--- config.mk ---
export PLATFORM = sky130hd
export DESIGN_NAME = control_sequencer
export DESIGN_NICKNAME = d
export VERILOG_FILES = /design/src/rtl/control_sequencer_pkg.sv /design/src/rtl/tstate_counter.sv /design/src/rtl/control_sequencer.sv
export SDC_FILE = /design/constraint.sdc
export NUM_CORES = 1
export LEC_CHECK = 0
export ABC_AREA = 1
export CAP_MARGIN = 20
export CORE_ASPECT_RATIO = 0.6
export CORE_MARGIN = 5
export CORE_UTILIZATION = 30
export DETAILED_ROUTE_END_ITERATION = 6
export GPL_TIMING_DRIVEN = 0
export HOLD_SLACK_MARGIN = 0.08
export PLACE_DENSITY = 0.68
export SLEW_MARGIN = 30
export SYNTH_ARGS = -nofsm -noshare
export SYNTH_HDL_FRONTEND = slang
export SYNTH_SLANG_ARGS = --single-unit
--- constraint.sdc ---
create_clock -name i_clk -period 4.85 [get_ports i_clk]
set_input_delay 0.485 -clock i_clk [delete_from_list [all_inputs] [get_ports i_clk]]
set_output_delay 0.485 -clock i_clk [all_outputs]
set_load 0.02 [all_outputs]
--- src/rtl/control_sequencer_pkg.sv ---
// rtl/control_sequencer_pkg.sv - opcodes, control-bit indices and T-state constants
package control_sequencer_pkg;

  localparam logic [3:0] OP_NOP = 4'h0;
  localparam logic [3:0] OP_LDA = 4'h1;
  localparam logic [3:0] OP_ADD = 4'h2;
  localparam logic [3:0] OP_SUB = 4'h3;
  localparam logic [3:0] OP_STA = 4'h4;
  localparam logic [3:0] OP_LDI = 4'h5;
  localparam logic [3:0] OP_JMP = 4'h6;
  localparam logic [3:0] OP_JC  = 4'h7;
  localparam logic [3:0] OP_JZ  = 4'h8;
  localparam logic [3:0] OP_OUT = 4'hE;
  localparam logic [3:0] OP_HLT = 4'hF;

  localparam int CB_HLT   = 15;
  localparam int CB_MI    = 14;
  localparam int CB_RI    = 13;
  localparam int CB_RO    = 12;
  localparam int CB_IR_WA = 11;
  localparam int CB_IR_OA = 10;
  localparam int CB_AI    = 9;
  localparam int CB_AO    = 8;
  localparam int CB_EO    = 7;
  localparam int CB_SU    = 6;
  localparam int CB_BI    = 5;
  localparam int CB_OI    = 4;
  localparam int CB_CE    = 3;
  localparam int CB_CO    = 2;
  localparam int CB_J     = 1;
  localparam int CB_FI    = 0;

  localparam logic [15:0] C_HLT   = 16'(1) << CB_HLT;
  localparam logic [15:0] C_MI    = 16'(1) << CB_MI;
  localparam logic [15:0] C_RI    = 16'(1) << CB_RI;
  localparam logic [15:0] C_RO    = 16'(1) << CB_RO;
  localparam logic [15:0] C_IR_WA = 16'(1) << CB_IR_WA;
  localparam logic [15:0] C_IR_OA = 16'(1) << CB_IR_OA;
  localparam logic [15:0] C_AI    = 16'(1) << CB_AI;
  localparam logic [15:0] C_AO    = 16'(1) << CB_AO;
  localparam logic [15:0] C_EO    = 16'(1) << CB_EO;
  localparam logic [15:0] C_SU    = 16'(1) << CB_SU;
  localparam logic [15:0] C_BI    = 16'(1) << CB_BI;
  localparam logic [15:0] C_OI    = 16'(1) << CB_OI;
  localparam logic [15:0] C_CE    = 16'(1) << CB_CE;
  localparam logic [15:0] C_CO    = 16'(1) << CB_CO;
  localparam logic [15:0] C_J     = 16'(1) << CB_J;
  localparam logic [15:0] C_FI    = 16'(1) << CB_FI;

  localparam logic [2:0] T0 = 3'd0;
  localparam logic [2:0] T1 = 3'd1;
  localparam logic [2:0] T2 = 3'd2;
  localparam logic [2:0] T3 = 3'd3;
  localparam logic [2:0] T4 = 3'd4;
  localparam logic [2:0] T5 = 3'd5;

endpackage

--- src/rtl/tstate_counter.sv ---
// rtl/tstate_counter.sv - 3-bit T-state counter with async clear, sync return to T0 and hold
module tstate_counter
  import control_sequencer_pkg::*;
(
  input  logic       i_clk,
  input  logic       i_clr,
  input  logic       i_last,
  input  logic       i_hold,
  output logic [2:0] o_step
);

  logic [2:0] r_step;

  // Hold outranks last so a halted machine stays frozen at its current step.
  always_ff @(posedge i_clk or posedge i_clr) begin
    if (i_clr) begin
      r_step <= T0;
    end else if (!i_hold) begin
      if (i_last || r_step >= T5) begin
        r_step <= T0;
      end else begin
        r_step <= r_step + 3'd1;
      end
    end
  end

  assign o_step = r_step;

endmodule

--- src/rtl/control_sequencer.sv ---
// rtl/control_sequencer.sv - microcoded control unit: T-state sequencing and control word decode
module control_sequencer
  import control_sequencer_pkg::*;
(
  input  logic        i_clk,
  input  logic        i_clr,
  input  logic [3:0]  i_opcode,
  input  logic        i_cf,
  input  logic        i_zf,
  output logic [15:0] o_ctrl,
  output logic [2:0]  o_step,
  output logic        o_halted
);

  logic [2:0]  w_step;
  logic [15:0] w_ctrl;
  logic        w_last;
  logic        w_hold;
  logic        w_take;
  logic        r_halted;

  tstate_counter u_tstate_counter (
    .i_clk  (i_clk),
    .i_clr  (i_clr),
    .i_last (w_last),
    .i_hold (w_hold),
    .o_step (w_step)
  );

  always_ff @(posedge i_clk or posedge i_clr) begin
    if (i_clr) begin
      r_halted <= 1'b0;
    end else if (!r_halted && w_step == T2 && i_opcode == OP_HLT) begin
      r_halted <= 1'b1;
    end
  end

  assign w_take = (i_opcode == OP_JMP) ||
                  (i_opcode == OP_JC && i_cf) ||
                  (i_opcode == OP_JZ && i_zf);

  // Opcode is only looked at from T2 on, when the instruction register drives it.
  always_comb begin
    w_ctrl = '0;
    w_last = 1'b0;
    w_hold = r_halted;
    if (r_halted) begin
      w_ctrl = C_HLT | C_IR_OA;
    end else begin
      case (w_step)
        T0: w_ctrl = C_CO | C_MI;
        T1: w_ctrl = C_RO | C_IR_WA | C_CE;
        T2, T3, T4, T5: begin
          w_ctrl = C_IR_OA;
          case (i_opcode)
            OP_LDA, OP_ADD, OP_SUB, OP_STA: begin
              case (w_step)
                T2: w_ctrl = w_ctrl | C_CO | C_MI;
                T3: w_ctrl = w_ctrl | C_RO | C_MI | C_CE;
                T4: begin
                  if (i_opcode == OP_LDA) begin
                    w_ctrl = w_ctrl | C_RO | C_AI;
                    w_last = 1'b1;
                  end else if (i_opcode == OP_STA) begin
                    w_ctrl = w_ctrl | C_AO | C_RI;
                    w_last = 1'b1;
                  end else begin
                    w_ctrl = w_ctrl | C_RO | C_BI;
                  end
                end
                default: begin
                  w_ctrl = w_ctrl | C_EO | C_AI | C_FI |
                           ((i_opcode == OP_SUB) ? C_SU : 16'h0000);
                  w_last = 1'b1;
                end
              endcase
            end
            OP_LDI: begin
              if (w_step == T2) begin
                w_ctrl = w_ctrl | C_CO | C_MI;
              end else begin
                w_ctrl = w_ctrl | C_RO | C_AI | C_CE;
                w_last = 1'b1;
              end
            end
            OP_JMP, OP_JC, OP_JZ: begin
              if (!w_take) begin
                w_ctrl = w_ctrl | C_CE;
                w_last = 1'b1;
              end else if (w_step == T2) begin
                w_ctrl = w_ctrl | C_CO | C_MI;
              end else begin
                w_ctrl = w_ctrl | C_RO | C_J;
                w_last = 1'b1;
              end
            end
            OP_OUT: begin
              w_ctrl = w_ctrl | C_AO | C_OI;
              w_last = 1'b1;
            end
            OP_HLT: begin
              w_ctrl = w_ctrl | C_HLT;
              w_hold = 1'b1;
            end
            default: w_last = 1'b1;
          endcase
        end
        default: w_last = 1'b1;
      endcase
    end
  end

  assign o_ctrl   = i_clr ? 16'h0000 : w_ctrl;
  assign o_step   = w_step;
  assign o_halted = r_halted;

endmodule

==> results of run 1 <==
==> through the flow <==
| stage | area (µm²) | hold WS (ns) | setup WS (ns) | instances | power [µW] |
|---|---|---|---|---|---|
| floorplan | 753 | 0.256 | 2.45 | 126 | 51.1 |
| global placement | 1060 | 0.588 | 1.82 | 185 | 63.8 |
| detailed placement | 1060 | 0.591 | 1.80 | 185 | 64.7 |
| CTS | 1100 | 0.562 | 1.78 | 188 | 137 |
| global route | 1100 | 0.604 | 1.59 | 188 | 143 |
| finish | 1100 | 0.563 | 1.73 | 188 | 136 |
==> metal layers <==
metal	share of wire (%)	track usage [%]	wire (µm)
met4	0.34	2.07	8
met2	47	19.4	1100
met3	9.2	2.47	215
met1	43	20.8	1020
met5	0	0	0
==> power by group through the flow <==
stage	combinational (µW)	clock, µW	sequential (µW)
5_1_grt	34.0	75.7	33.6
6_report	31.2	71.3	33.6
3_5_place_dp	30.7	0	34.0
3_3_place_gp	29.8	0	34.0
4_1_cts	30.8	72.7	33.6
2_1_floorplan	17.1	0	34.0
==> worst max-delay path, cell delays in order <==
cell and delay [ns]:
clkdlybuf4s50_1 0.62, inv_2 0.08, nor2_4 0.14, nand2_2 0.11, nand2_4 0.10, inv_1 0.08, nand3_1 0.10, nand3_2 0.09
o22ai_1 0.18, clkdlybuf4s50_1 0.64
==> cell usage after synthesis, drive strengths merged <==
| cell | count |
|---|---|
| nor2 | 23 |
| buf | 1 |
| a31oi | 1 |
| nor4 | 1 |
| dfrtp | 4 |
| a21oi | 10 |
| nor3 | 3 |
| and3 | 1 |
| o21ai | 3 |
| inv | 22 |
| nand2 | 33 |
| nand3 | 11 |
| nand4 | 2 |
| ha | 8 |
| o22ai | 2 |
| o2111ai | 1 |
==> layout make-up <==
class | instances | area [µm²] | share of cell area, %
Multi-Input combinational cell | 99 | 563 | 51.0
Timing Repair Buffer | 27 | 270 | 24.5
Sequential cell | 4 | 100 | 9.06
Inverter | 22 | 82.6 | 7.47
Clock buffer | 3 | 41.3 | 3.74
Tap cell | 32 | 40.0 | 3.62
Buffer | 1 | 7.51 | 0.680
==> worst max path at each step <==
stage | slack [ns] | depth (start not counted) | end
floorplan | 2.45 | 7 | o_ctrl[7]
global placement | 1.82 | 10 | o_ctrl[3]
detailed placement | 1.80 | 10 | o_ctrl[3]
CTS | 1.78 | 7 | o_ctrl[6]
global route | 1.59 | 9 | o_ctrl[3]
finish | 1.73 | 10 | o_ctrl[3]
==> cells by family (layout without fill, tap and decap cells) <==
| group | count (synthesis) | after routing | synth area share [%] |
|---|---|---|---|
| flops | 4 | 4 | 13.3 |
| compound gates | 17 | 17 | 13.8 |
| fa+ha+maj | 8 | 8 | 13.3 |
| simple gates | 74 | 74 | 47.7 |
| buf+inv | 23 | 53 | 12.0 |
==> state kept, by name (all words and copies together), names as in the netlist <==
register and flops:
o_halted 1, u_tstate_counter.o_step 3
==> cells in the final DEF, fill, tap and decap left out <==
master	Yosys	layout
nand2_2	4	4
clkbuf_8	0	3
nor4_2	1	1
a21oi_1	10	10
ha_1	8	8
o22ai_1	2	2
a31oi_1	1	1
o2111ai_1	1	1
clkdlybuf4s50_1	0	27
nor2_1	17	17
nor3_1	3	3
inv_1	17	17
and3_1	1	1
buf_4	1	1
inv_2	5	5
o21ai_0	2	2
nand3_1	9	9
nand2_4	1	1
nand3_2	2	2
o21ai_4	1	1
dfrtp_1	4	4
nand4_1	2	2
nand2_1	28	28
nor2_2	5	5
nor2_4	1	1
==> results.sh, run 1 <==
export IMPL_status="completed"
export IMPL_die_h_um=48.8
export IMPL_p_leak_uw=0.000487
export IMPL_clk_pin_slew_ns=0.03
export IMPL_grt_max_degree=8
export IMPL_cts_root_buf="clkbuf_8"
export IMPL_worstSetupPathType="input port to output pin"
export IMPL_arrival_ns=2.63
export IMPL_grt_use_total_pct=13.5
export IMPL_yosys_register_bits=4
export IMPL_r2r_start="u_tstate_counter.o_step[1]"
export IMPL_rows=14
export IMPL_pwr_share_clk_pct=52.4
export IMPL_yosysSeqAreaShare_pct=13.3
export IMPL_syn_to_final_growth_pct=46.7
export IMPL_num_nets_final=174
export IMPL_cts_max_path_buffers=2
export IMPL_p_per_area_nw_per_um2=123
export IMPL_yosysWarnings=0
export IMPL_worstPathMaxFanout=6
export IMPL_grt_pass1_vias=878
export IMPL_cts_resized=0
export IMPL_power_frac_comb_pct=22.9
export IMPL_maxCapViolations=0
export IMPL_numCtsBuffers=3
export IMPL_avgRoutedWirePerCell_um=12.5
export IMPL_start_util_pct=30.7
export IMPL_maxSlewHeadroom_pct=78.6
export IMPL_numPortBuffers=27
export IMPL_finalWorstPathRequiredPeriod_ns=3.12
export IMPL_postCtsSetupRepairBufs=0
export IMPL_cts_sinks=4
export IMPL_cts_tree="built"
export IMPL_crit_path_start_kind="input port"
export IMPL_core_um2=2450
export IMPL_ctsHoldBuffers=0
export IMPL_drt_first_pass_iters=4
export IMPL_p_int_uw=99.1
export IMPL_dieArea_um2=3650
export IMPL_reg2reg_depth=7
export IMPL_netlist_area_leader_share_pct=14.0
export IMPL_hp_class="input port to asynchronous set/reset pin"
export IMPL_layout_drive_gt1_share_pct=15.4
export IMPL_startpoint="i_opcode[2]"
export IMPL_vias_per_cell=5.00
export IMPL_die_x_um=74.7
export IMPL_htree_levels=1
export IMPL_seqPwrFrac_pct=24.7
export IMPL_timing_fmax_ghz=0.321
export IMPL_antenna_found_initial=0
export IMPL_tns_ns=0
export IMPL_utilization_pct=45.1
export IMPL_finalMaxSlewViolations=0
export IMPL_synth_distinct_cells=23
export IMPL_postSynthNetCount=142
export IMPL_avgSynthCellArea_um2=5.98
export IMPL_vias=940
export IMPL_routed_wl_mm=2.34
export IMPL_vdd_ir_drop_max_v=0.0000677
export IMPL_drtAntennaViolNets=0
export IMPL_setup_viol=0
export IMPL_tightest_slew_ns=0.319
export IMPL_r2r_slack_ns=3.11
export IMPL_timing_rr_end="u_tstate_counter.o_step[1]"
export IMPL_fillers=245
export IMPL_cp_end_kind="output pin"
export IMPL_grt_pass1_wl_mm=3.98
export IMPL_p_switching_uw=37.0
export IMPL_synth_area_um2=753
export IMPL_hold_viol=0
export IMPL_rsz0062_at_grt="no"
export IMPL_drc=0
export IMPL_clock_skew_ns=0.00482
export IMPL_synth_top_cell_by_area="nand2_1"
export IMPL_synth_cells=126
export IMPL_drt_initial_drc_count=107
export IMPL_gp_congestion=0.893
export IMPL_finalCritPeriodShare_pct=64.3
export IMPL_gr_total_overflow=0
export IMPL_required_ns=4.37
export IMPL_n_antenna_cell=0
export IMPL_hpwlAfterDp_mm=1.96
export IMPL_clk_latency_ns=0.22
export IMPL_ios=28
export IMPL_swShare_pct=27.2
export IMPL_yosys_top_cells_area="nand2_1, dfrtp_1, ha_1"
Power figures use the tool's default switching activity.
==> inputs of run 2 (changes only) <==
==> constraint.sdc (replaced) <==
create_clock -name i_clk -period 3.2 [get_ports i_clk]
set_input_delay 0.32 -clock i_clk [delete_from_list [all_inputs] [get_ports i_clk]]
set_output_delay 0.32 -clock i_clk [all_outputs]
set_load 0.02 [all_outputs]
==> results of run 2 <==
Same layout as run 1 (identical final DEF). Status: completed.
Among the figures that moved: setup slack after placement 1.80 ns -> 0.480 ns; setup slack after layout 1.73 ns -> 0.305 ns; hold slack 0.563 ns -> 0.398 ns; start point of the critical path i_opcode[2] -> u_tstate_counter.o_step[1]; end point of the critical path o_ctrl[3] -> o_ctrl[7]; register-to-register setup slack 3.11 ns -> 1.46 ns; total power 136 µW -> 206 µW; worst IR drop on VDD 0.0000677 V -> 0.000103 V
==> inputs of run 3 (changes only) <==
--- a/config.mk
+++ b/config.mk
@@ -14,7 +14,9 @@
 export GPL_TIMING_DRIVEN = 0
 export HOLD_SLACK_MARGIN = 0.08
 export PLACE_DENSITY = 0.68
+export SKIP_CTS_REPAIR_TIMING = 1
 export SLEW_MARGIN = 30
 export SYNTH_ARGS = -nofsm -noshare
 export SYNTH_HDL_FRONTEND = slang
 export SYNTH_SLANG_ARGS = --single-unit
+export TNS_END_PERCENT = 5
==> results of run 3 <==
Same layout as run 1 (identical final DEF). Status: completed.
Among the figures that moved: setup slack after placement 1.80 ns -> 0.480 ns; setup slack after layout 1.73 ns -> 0.305 ns; hold slack 0.563 ns -> 0.398 ns; start point of the critical path i_opcode[2] -> u_tstate_counter.o_step[1]; end point of the critical path o_ctrl[3] -> o_ctrl[7]; register-to-register setup slack 3.11 ns -> 1.46 ns; total power 136 µW -> 206 µW; worst IR drop on VDD 0.0000677 V -> 0.000103 V
